--- src/rtl/seq_alu_wb.sv ---
// seq_alu_wb: execute stage between the register file read ports and its
// write port. Logic/arithmetic/shift ops complete in one cycle; MUL runs a
// shift-add loop over WIDTH cycles. A start/busy/done handshake talks to the
// sequencing FSM, and the Z/N/C flags are latched alongside each result.
module seq_alu_wb #(
    parameter int WIDTH = 16,
    parameter int AW    = 3
) (
    input  logic             clk,
    input  logic             rst,
    input  logic             start,
    input  logic [2:0]       op,
    input  logic [AW-1:0]    DestAdrs,
    input  logic [WIDTH-1:0] OperA,
    input  logic [WIDTH-1:0] OperB,
    output logic [WIDTH-1:0] WtData,
    output logic [AW-1:0]    WtAdrs,
    output logic             write,
    output logic             busy,
    output logic             done,
    output logic             Z,
    output logic             N,
    output logic             C
);

    localparam logic [2:0] OP_ADD = 3'b000;
    localparam logic [2:0] OP_SUB = 3'b001;
    localparam logic [2:0] OP_AND = 3'b010;
    localparam logic [2:0] OP_OR  = 3'b011;
    localparam logic [2:0] OP_XOR = 3'b100;
    localparam logic [2:0] OP_SHL = 3'b101;
    localparam logic [2:0] OP_SHR = 3'b110;
    localparam logic [2:0] OP_MUL = 3'b111;

    // Iteration counter only needs to reach WIDTH-1.
    localparam int CW = (WIDTH > 1) ? $clog2(WIDTH) : 1;
    localparam logic [CW-1:0] CNT_LAST = CW'(WIDTH - 1);

    typedef enum logic [1:0] {
        IDLE = 2'b00,
        EXEC = 2'b01,
        WB   = 2'b10
    } state_t;

    state_t           state;

    // Multiplier working registers: multiplicand shifts left, multiplier
    // shifts right, accumulator keeps only the low WIDTH bits of the product.
    logic [WIDTH-1:0] mul_a;
    logic [WIDTH-1:0] mul_b;
    logic [WIDTH-1:0] acc;
    logic [CW-1:0]    cnt;
    logic [AW-1:0]    dest_reg;

    // Single-cycle ALU outputs, evaluated on the live operands so that the
    // result is captured on the same edge that samples start.
    logic [WIDTH-1:0] alu_res;
    logic             alu_c;
    logic [WIDTH:0]   ext_sum;
    logic [WIDTH:0]   ext_shl;
    logic [WIDTH:0]   ext_shr;
    logic [3:0]       sh_amt;
    logic [WIDTH-1:0] acc_next;

    // Combinational single-cycle ALU with carry/borrow/shift-out flag.
    always_comb begin
        alu_res = '0;
        alu_c   = 1'b0;
        sh_amt  = OperB[3:0];
        ext_sum = '0;
        // A zero guard bit above (SHL) or below (SHR) the operand catches
        // the last bit shifted out; a zero amount leaves the guard at 0.
        ext_shl = {1'b0, OperA} << sh_amt;
        ext_shr = {OperA, 1'b0} >> sh_amt;
        case (op)
            OP_ADD: begin
                ext_sum = {1'b0, OperA} + {1'b0, OperB};
                alu_res = ext_sum[WIDTH-1:0];
                alu_c   = ext_sum[WIDTH];
            end
            OP_SUB: begin
                // Top bit of the extended difference is the borrow (A < B).
                ext_sum = {1'b0, OperA} - {1'b0, OperB};
                alu_res = ext_sum[WIDTH-1:0];
                alu_c   = ext_sum[WIDTH];
            end
            OP_AND: alu_res = OperA & OperB;
            OP_OR:  alu_res = OperA | OperB;
            OP_XOR: alu_res = OperA ^ OperB;
            OP_SHL: begin
                alu_res = ext_shl[WIDTH-1:0];
                alu_c   = ext_shl[WIDTH];
            end
            OP_SHR: begin
                alu_res = ext_shr[WIDTH:1];
                alu_c   = ext_shr[0];
            end
            default: begin
                alu_res = '0;
                alu_c   = 1'b0;
            end
        endcase
    end

    // One shift-add step: add the multiplicand when the multiplier LSB is set.
    always_comb begin
        acc_next = mul_b[0] ? (acc + mul_a) : acc;
    end

    // Sequencing FSM with registered result, flags and handshake outputs.
    always_ff @(posedge clk or negedge rst) begin
        if (!rst) begin
            state    <= IDLE;
            WtData   <= '0;
            WtAdrs   <= '0;
            write    <= 1'b0;
            done     <= 1'b0;
            busy     <= 1'b0;
            Z        <= 1'b0;
            N        <= 1'b0;
            C        <= 1'b0;
            mul_a    <= '0;
            mul_b    <= '0;
            acc      <= '0;
            cnt      <= '0;
            dest_reg <= '0;
        end else begin
            // Write strobe and completion pulse are one cycle wide by default.
            write <= 1'b0;
            done  <= 1'b0;
            case (state)
                IDLE: begin
                    if (start) begin
                        busy <= 1'b1;
                        if (op == OP_MUL) begin
                            mul_a    <= OperA;
                            mul_b    <= OperB;
                            acc      <= '0;
                            cnt      <= '0;
                            dest_reg <= DestAdrs;
                            state    <= EXEC;
                        end else begin
                            WtData <= alu_res;
                            WtAdrs <= DestAdrs;
                            Z      <= (alu_res == '0);
                            N      <= alu_res[WIDTH-1];
                            C      <= alu_c;
                            write  <= 1'b1;
                            done   <= 1'b1;
                            state  <= WB;
                        end
                    end
                end
                EXEC: begin
                    acc   <= acc_next;
                    mul_a <= mul_a << 1;
                    mul_b <= mul_b >> 1;
                    cnt   <= cnt + 1'b1;
                    if (cnt == CNT_LAST) begin
                        WtData <= acc_next;
                        WtAdrs <= dest_reg;
                        Z      <= (acc_next == '0);
                        N      <= acc_next[WIDTH-1];
                        C      <= 1'b0;
                        write  <= 1'b1;
                        done   <= 1'b1;
                        state  <= WB;
                    end
                end
                WB: begin
                    busy  <= 1'b0;
                    state <= IDLE;
                end
                default: begin
                    busy  <= 1'b0;
                    state <= IDLE;
                end
            endcase
        end
    end

endmodule
--- config.mk ---
export PLATFORM = sky130hd
export DESIGN_NAME = seq_alu_wb
export DESIGN_NICKNAME = d
export VERILOG_FILES = /design/src/rtl/seq_alu_wb.sv
export SDC_FILE = /design/constraint.sdc
export NUM_CORES = 1
export LEC_CHECK = 0
export BUFFER_PORTS_ARGS = -buffer_cell sky130_fd_sc_hd__buf_2
export CORE_ASPECT_RATIO = 1.5
export CORE_MARGIN = 1.5
export CORE_UTILIZATION = 40
export DETAILED_ROUTE_END_ITERATION = 8
export PLACE_DENSITY = 0.58
export SYNTH_ARGS = -nofsm -noshare
export SYNTH_HDL_FRONTEND = slang
export SYNTH_SLANG_ARGS = --single-unit
--- constraint.sdc ---
create_clock -name clk -period 2.7 [get_ports clk]
set_input_delay 0 -clock clk [delete_from_list [all_inputs] [get_ports clk]]
set_output_delay 0 -clock clk [all_outputs]
set_load 0.02 [all_outputs]
# Word level (Yosys, flattened, before mapping)

Index checks and enable logic that the tools add are counted.

Register bits after elaboration: 81
Bits of input ports: 41
Output and inout port bits: 25
Logic and storage cells: 91

Add/sub/neg operators: 4
Equality and inequality tests: 13
Shifts and indexed selects: 2
Multiplexer cells: 45
Bitwise logic cells: 4
Reductions and logical operators: 10

Operator list:

| cell                | number |
|---|---|
| $mux 16             | 10 |
| $pmux 16 s2         | 4 |
| $pmux 16 s7         | 1 |
| $logic_not 16->1    | 2 |
| $add 16x16->17      | 1 |
| $shl 16x4->17       | 1 |
| $shr 17x4->17       | 1 |
| $sub 16x16->17      | 1 |
| $add 16x16->16      | 1 |
| $and 16x16->16      | 1 |
| $or 16x16->16       | 1 |
| $xor 16x16->16      | 1 |
| $mux 1              | 13 |
| $eq 3x3->1 const B  | 4 |
| $pmux 1 s2          | 5 |
| $mux 3              | 3 |
| $mux 4              | 2 |
| $ne 2x2->1 const B  | 4 |
| $pmux 4 s2          | 1 |
| $eq 3x2->1 const B  | 2 |
| $mux 2              | 3 |
| $pmux 3 s2          | 1 |
| $reduce_and 3->1    | 2 |
| $add 4x1->4 const B | 1 |
| other kinds (11)    | 12 |

# Depth between registers and ports, before layout

Gate-level depths: netlist (run 1).

Word-level depth: 6
Gate-level depth with buffers: 15
Depth with buffers taken out: 14

# Worst setup path before layout (run 1)

Ideal clock, no wire load.

Path kind: input to register
Start: input OperB[2]
End: register Z
Setup time: 124 ps
Arrival: 2982 ps
Data required time: 2576 ps
Path slack: -406 ps
Stages: 15
Buffers on the path: 3
Path through: buf_2 -> inv_1 -> clkbuf_1 -> ha_1 -> buf_4 -> and3_4 -> a2111oi_4 -> a2111o_1 -> a21oi_1 -> a2111oi_2 -> a31oi_1 -> xnor2_1 -> o21ai_0 -> nor4_2 -> a211o_1

Cells in the longest elaborated chain, start to end: 6
Elaborated cells between the ends (all ways): 12
Those cells by class: add/sub (2); shift (2); mux (4); bitwise (3); reduce/logical (1)

RTL lines:

| item                                   | line | source |
|---|---|---|
| start: declaration                     | 15   | `input logic [WIDTH-1:0] OperB,` |
| $sub 16x16->17 (tied with other cells) | 83   | `ext_sum = {1'b0, OperA} - {1'b0, OperB};` |
| $pmux 16 s7 *                          | 75   | `case (op)` |
| $logic_not 16->1 *                     | 145  | `Z <= (alu_res == '0);` |
| $mux 1 *                               | 135  | `if (op == OP_MUL) begin` |
| $mux 1 *                               | 133  | `if (start) begin` |
| $pmux 1 s2 *                           | 131  | `case (state)` |
| end signal: assignment                 | 145  |  |
| end signal: assignment                 | 162  | `Z <= (acc_next == '0);` |
| end: declaration                       | 21   | `output logic Z,` |

Every way passes the cells marked *; elsewhere a longest branch is shown, timed or not. The select of a mux whose other input is x is not followed.
A chain may end at the register's enable or synchronous reset.

# Final worst setup path (run 1)

Start: register acc[0]
End: register WtData[14]

Cells in the longest elaborated chain, start to end: 4

RTL lines:

| item                     | line | source |
|---|---|---|
| start: declaration       | 51   | `logic [WIDTH-1:0] acc;` |
| start signal: assignment | 155  | `acc <= acc_next;` |
| $add 16x16->16           | 107  | `acc_next = mul_b[0] ? (acc + mul_a) : acc;` |
| $mux 16                  | 107  |  |
| $mux 16                  | 159  | `if (cnt == CNT_LAST) begin` |
| $pmux 16 s2              | 131  |  |
| end signal: assignment   | 143  | `WtData <= alu_res;` |
| end signal: assignment   | 160  | `WtData <= acc_next;` |
| end: declaration         | 16   | `output logic [WIDTH-1:0] WtData,` |

Every way passes these cells. The select of a mux whose other input is x is not followed.

==> impl_metrics.ini, run 1 <==
[clocking]
clock_path_buffers = 2
clock_latency_ns = 0.36
clock-sinks = 80
h-tree-depth = 3
cts_tree = done
cts_root_buffer = clkbuf_16
cts.clk_slew.worst_paths_ns = 0.07
cts_made_buffers = 9

[run]
maxCapViolCount = 0

[cells_and_area]
syn_to_final_growth_pct = 28.56
nNetsFinal = 1356
final_core_util_pct = 52.17
antennaDiodeCount = 0
stdcell_area_mm2 = 0.01090
drive_gt1_share_pct = 28.58
nFillCells = 2037

[setup_path]
crit_family = compound AO/OA/AOI/OAI gates
cp.arrival_ns = 3.09
worst-path-buf-inv = 2
crit_type = reg2reg
path_cells = ha_2 > fa_2 > a211oi_4 > o21ai_2 > a311oi_2 > buf_4 > o31ai_2 > a21oi_1 > xnor2_1 > mux2i_2 > buf_4 > nand2_2 > o21ai_1 > a21oi_1
path_max_fanout = 3
end_kind = flop
cp.required_ns = 2.95
start_kind = flop
max_stage_delay_ns = 0.38
cpMaxStageDelayCell = dfrtp_1

[grt]
grt_usage_pct = 30.10
grt_max_degree = 81
antenna_found_initial = 0
grt_pass1_vias = 8988
grt_overflow = 0
grt_pass1_wl_mm = 50.45

[route]
routed_wl_mm = 32.90
num_vias = 8927
drtIter0Drc = 577
detail_route.first_pass.iterations = 6
via_per_inst = 5.885
drc = 0
wl_per_cell_um = 21.69
ant_nets = 0

[synthesis]
synth_cells = 1036
postSynthNetCount = 1148
synth_top_cell_area_share_pct = 23.60
synth_most_common_cell = nand2_1
yosys-top-cells-count = nand2_1 (113), nor2_1 (87), o21ai_0 (85)
synth.avg_cell_area_um2 = 8.187
yosysTopAreaCell = dfrtp_1
synth-seq-cells = 80
synthArstFlopShare_pct = 100.0
synthFlopType = dfrtp_1
synth_edf_count = 0
ys_seq_area_share_pct = 23.60
synth_area_mm2 = 0.008482
synth-warning-count = 0
yosys-top-cells-area = dfrtp_1 (24%), ha_1 (10%), mux2i_1 (7.7%)
synth_cell_types = 88

[sta]
hold-worst-slack_ns = 0.001299
setup_ws_ns = -0.1481
max_freq_mhz = 351.1
max_slew_margin_pct = 30.15
rsz0062_at_grt = true
fin_skew_ns = 0.01303
setup_tns_ns = -0.4118
layout_min_cycle_time_ns = 2.848
finalSetupViolCount = 4
report.final.slew_viol_count = 0
tightest_slew_ns = 1.048
period_share_pct = 105.5
hold_viol = 0

[status]
outcome = finished with violations
violations = setup timing

[worst_hold_path]
hp-class = in2reg

[placed_design]
port_buffers = 65
hpwl_mm = 25.55
placed_area_mm2 = 0.01027
finalWeightedCongestion = 1.040

[floorplanning]
die_x_um = 121.9
core_area_mm2 = 0.02090
rows = 65
ios = 66
dieArea_mm2 = 0.02211
start_util_pct = 40.58
dieHeight_um = 181.3

[power_and_ir_drop]
p_per_area_mw_per_mm2 = 750.2
leakagePower_nw = 5.200
ir_drop_uv = 296.8
through the flow:
step / setup slack (ns) / instances / power, mW
final: -0.1481 / 1517 / 8.180
after global routing: -0.2797 / 1517 / 8.729
after CTS: -0.1392 / 1513 / 7.914
after detailed placement: -0.3371 / 1485 / 6.283
after global placement: -0.3165 / 1485 / 6.219
after floorplan: 0.01997 / 1036 / 4.429
power by group:
group	total, mW	internal (mW)	switching, mW
clock network	1.43	0.833	0.593
registers	2.03	1.68	0.349
logic	4.73	2.23	2.50
total	8.18	4.74	3.44
cell usage in the layout, fill, tap and decap left out, types with 9 or more instances in the layout:
| cell | Yosys | routed |
|---|---|---|
| a211oi_1 | 18 | 13 |
| a21o_1 | 11 | 11 |
| a21oi_1 | 61 | 59 |
| a22oi_1 | 17 | 17 |
| a31oi_1 | 12 | 12 |
| buf_2 | 21 | 64 |
| buf_4 | 5 | 196 |
| clkbuf_16 | 0 | 9 |
| dfrtp_1 | 80 | 80 |
| ha_1 | 68 | 67 |
| inv_1 | 55 | 54 |
| mux2_2 | 9 | 9 |
| mux2i_1 | 65 | 63 |
| mux4_2 | 14 | 14 |
| nand2_1 | 113 | 112 |
| nand3_1 | 18 | 16 |
| nor2_1 | 87 | 84 |
| nor2b_1 | 15 | 15 |
| nor3_1 | 15 | 14 |
| nor4_1 | 10 | 10 |
| o211ai_1 | 11 | 11 |
| o21ai_0 | 85 | 75 |
| o21ai_1 | 2 | 10 |
| o22ai_1 | 25 | 23 |
| xnor2_1 | 21 | 19 |
metal layers:
layer  vias to the layer above  track usage, %  share of wire [%]  wire (um)
li1                       4191               -                  -          -
met1                      4305           33.71                 38      12470
met2                       314           52.65                 50      16580
met3                       117           3.188                3.9       1280
met4                         0           20.52                7.8       2570
met5                         -               0                  0          0
cells by family (layout without fill, tap and decap cells):
| kind of cell | count (synthesis) | after routing | synth area share [%] |
|---|---|---|---|
| AOI/OAI and AO/OA | 315 | 315 | 24.66 |
| xor gates and xnor gates | 28 | 28 | 2.891 |
| adders and majority gates | 71 | 71 | 10.74 |
| buffers and inverters | 133 | 346 | 6.874 |
| DFF | 80 | 80 | 23.60 |
| muxes | 90 | 90 | 13.20 |
| and+or+nand+nor | 319 | 319 | 18.03 |
worst paths after layout:
path / start / to / slack [ns] / cells after the start
max: acc[0] / WtData[14] / -0.15 / 14
min: OperB[10] / mul_b[10] / 0.001 / 3
max reg2reg: acc[0] / WtData[14] / -0.15 / 14
min reg2reg: WtData[7] / WtData[7] / 0.48 / 2
max in group asynchronous: rst / mul_a[1] / 1.64 / 2
min in group asynchronous: rst / WtAdrs[1] / 0.36 / 2
final cells by class:
cell class	count	area (um^2)	share of cell area (%)
Tap cell	268	335.3	3.075
Sequential cell	80	2002	18.36
Multi-Input combinational cell	823	6067	55.64
Clock buffer	9	225.2	2.065
Inverter	58	222.7	2.042
Clock inverter	7	108.9	0.9983
Timing Repair Buffer	272	1943	17.82
tightest hold or removal path: stages:
cell and delay [ns]:
buf_2 0.11, mux2i_1 0.06, o21ai_0 0.14
what timing repair did:
| item | 4_1_cts | 5_1_grt |
|---|---|---|
| hold endpoints to repair | 90 | 0 |
| setup endpoints to repair | 6 | 13 |
| setup buffers | 4 | 5 |
| resized for setup | 14 | 28 |
| hold buffers | 8 | 0 |
| pin swaps | 12 | 17 |
No activity file was read; power rests on OpenSTA's default activity.
==> inputs of run 2 (changes only) <==
MAX_ROUTING_LAYER = met4   (was default)
==> run 2 against run 1 <==
The flow still finishes with violations (setup timing). Sequential power about the same. Power decreased by 2.4%. First-iteration DRC count increased by 6.9%. Register-to-register slack improved by 0.06 ns. Utilization about the same. Critical path depth decreased by 2.
==> impl_metrics.ini, run 2 (same netlist as run 1, synthesis figures left out) <==
[status]
outcome = finished with violations
violations = setup timing

[power_and_ir_drop]
power_mw = 7.983
leakagePower_nw = 5.168
ir_drop_uv = 310.0
p_per_area_mw_per_mm2 = 732.1

[cells_and_area]
nNetsFinal = 1355
syn_to_final_growth_pct = 28.57
final_common_cell = buf_4
mostFrequentLayoutCells = buf_4 (195), nand2_1 (111), nor2_1 (86)
stdcell_count = 1516
final_core_util_pct = 52.18
drive_gt1_share_pct = 28.13
antennaDiodeCount = 0

[clocking]
clock_path_buffers = 2
cts.clk_slew.worst_paths_ns = 0.07
h-tree-depth = 3
cts_made_buffers = 9
clock-sinks = 80
cts_tree = done
clock_latency_ns = 0.36
cts_root_buffer = clkbuf_16

[sta]
max_freq_mhz = 358.9
period_share_pct = 103.2
report.final.slew_viol_count = 0
setup_ws_ns = -0.08593
hold_viol = 0
tightest_slew_ns = 1.040
layout_min_cycle_time_ns = 2.786
rsz0062_at_grt = true
finalSetupViolCount = 2
fin_skew_ns = 0.01591
max_slew_margin_pct = 30.69

[setup_path]
cp.arrival_ns = 3.03
path_max_fanout = 3
end_kind = flop
start_kind = flop
crit_type = reg2reg
cp.required_ns = 2.94

[route]
routed_wl_mm = 33.13
via_per_inst = 5.798
drtIter0Drc = 617
detail_route.first_pass.iterations = 5
drc = 0
ant_nets = 0
num_vias = 8790
wl_per_cell_um = 21.85

[placed_design]
port_buffers = 65
finalWeightedCongestion = 1.044
placed_cells = 1484
hpwl_mm = 25.92

[run]
maxCapViolCount = 0

[grt]
grt_overflow = 0
grt_pass1_vias = 8887
grt_max_degree = 81
grt_usage_pct = 31.21
antenna_found_initial = 0
grt_pass1_wl_mm = 50.27

[floorplanning]
dieHeight_um = 181.3
dieArea_mm2 = 0.02211
die_x_um = 121.9
start_util_pct = 40.58
core_area_mm2 = 0.02090
ios = 66
rows = 65

[worst_hold_path]
hp-class = in2reg
[run 2: changes by cell type in the layout (fill, tap and decap cells not counted), moves of 2 or more]
cell / delta
nor2_1: +2
ha_4: +5
a211oi_1: +2
o21ai_1: -2
mux2i_2: -2
ha_1: -4
o21ai_2: +3
mux2i_1: +2
dlygate4sd3_1: +2
a211oi_2: -3
[run 2: layout make-up]
class / instances / area (um^2)
multi-input combinational: 823 / 6088
tap: 268 / 335.3
clock buffer: 9 / 225.2
fill: 2032 / 9996
timing repair buffer: 271 / 1924
inverter: 58 / 222.7
sequential: 80 / 2002
clock inverter: 7 / 107.6
[run 2: through the flow]
step / worst slack [ns] / hold slack, ns / TNS [ns] / cell area, um^2
after global placement: -0.3460 / 0.2477 / -1.150 / 10250
final: -0.08593 / 0.002748 / -0.1216 / 10910
after detailed placement: -0.3538 / 0.2463 / -1.491 / 10250
after global routing: -0.2072 / 0.02536 / -0.6787 / 10910
after CTS: -0.1209 / 0.002383 / -0.2496 / 10780
after floorplan: 0.01997 / -0.2956 / 0 / 8507
[run 2: critical path: stages, from the launching register on]
cell	delay [ns]
dfrtp_1	0.42
ha_4	0.18
fa_2	0.39
a211oi_4	0.26
o21ai_2	0.12
a311oi_2	0.26
o31ai_1	0.12
a21oi_1	0.19
xnor2_1	0.13
mux2i_1	0.14
nand4_1	0.12
nor2_1	0.06
a211o_1	0.26
[run 2: repair_timing]
action | CTS | global route
endpoints found under the hold margin | 92 | 0
gates resized for setup | 12 | 25
pin swaps | 9 | 13
setup buffers | 6 | 3
hold buffers | 10 | 0
setup endpoints to repair | 7 | 11
[run 2: final timing paths]
| path | startpoint | to | slack, ns | cells past startpoint |
|---|---|---|---|---|
| max | mul_a[0] | Z | -0.09 | 12 |
| min | OperB[7] | mul_b[7] | 0.003 | 3 |
| max reg2reg | mul_a[0] | Z | -0.09 | 12 |
| min reg2reg | WtData[8] | WtData[8] | 0.47 | 1 |
| max in group asynchronous | rst | mul_a[2] | 1.64 | 2 |
| min in group asynchronous | rst | mul_a[12] | 0.40 | 2 |
[run 2: where the power goes]
part	internal (mW)	total (mW)	switching, mW
Sequential	1.68	2.06	0.381
Combinational	2.12	4.50	2.38
Clock	0.831	1.42	0.591
Total	4.63	7.98	3.35
[run 2: layer usage]
metal / track usage [%] / part of all wire, %
met1: 34.13 / 38
met2: 54.49 / 52
met3: 2.652 / 3.2
met4: 18.07 / 6.4
met5: - / 0
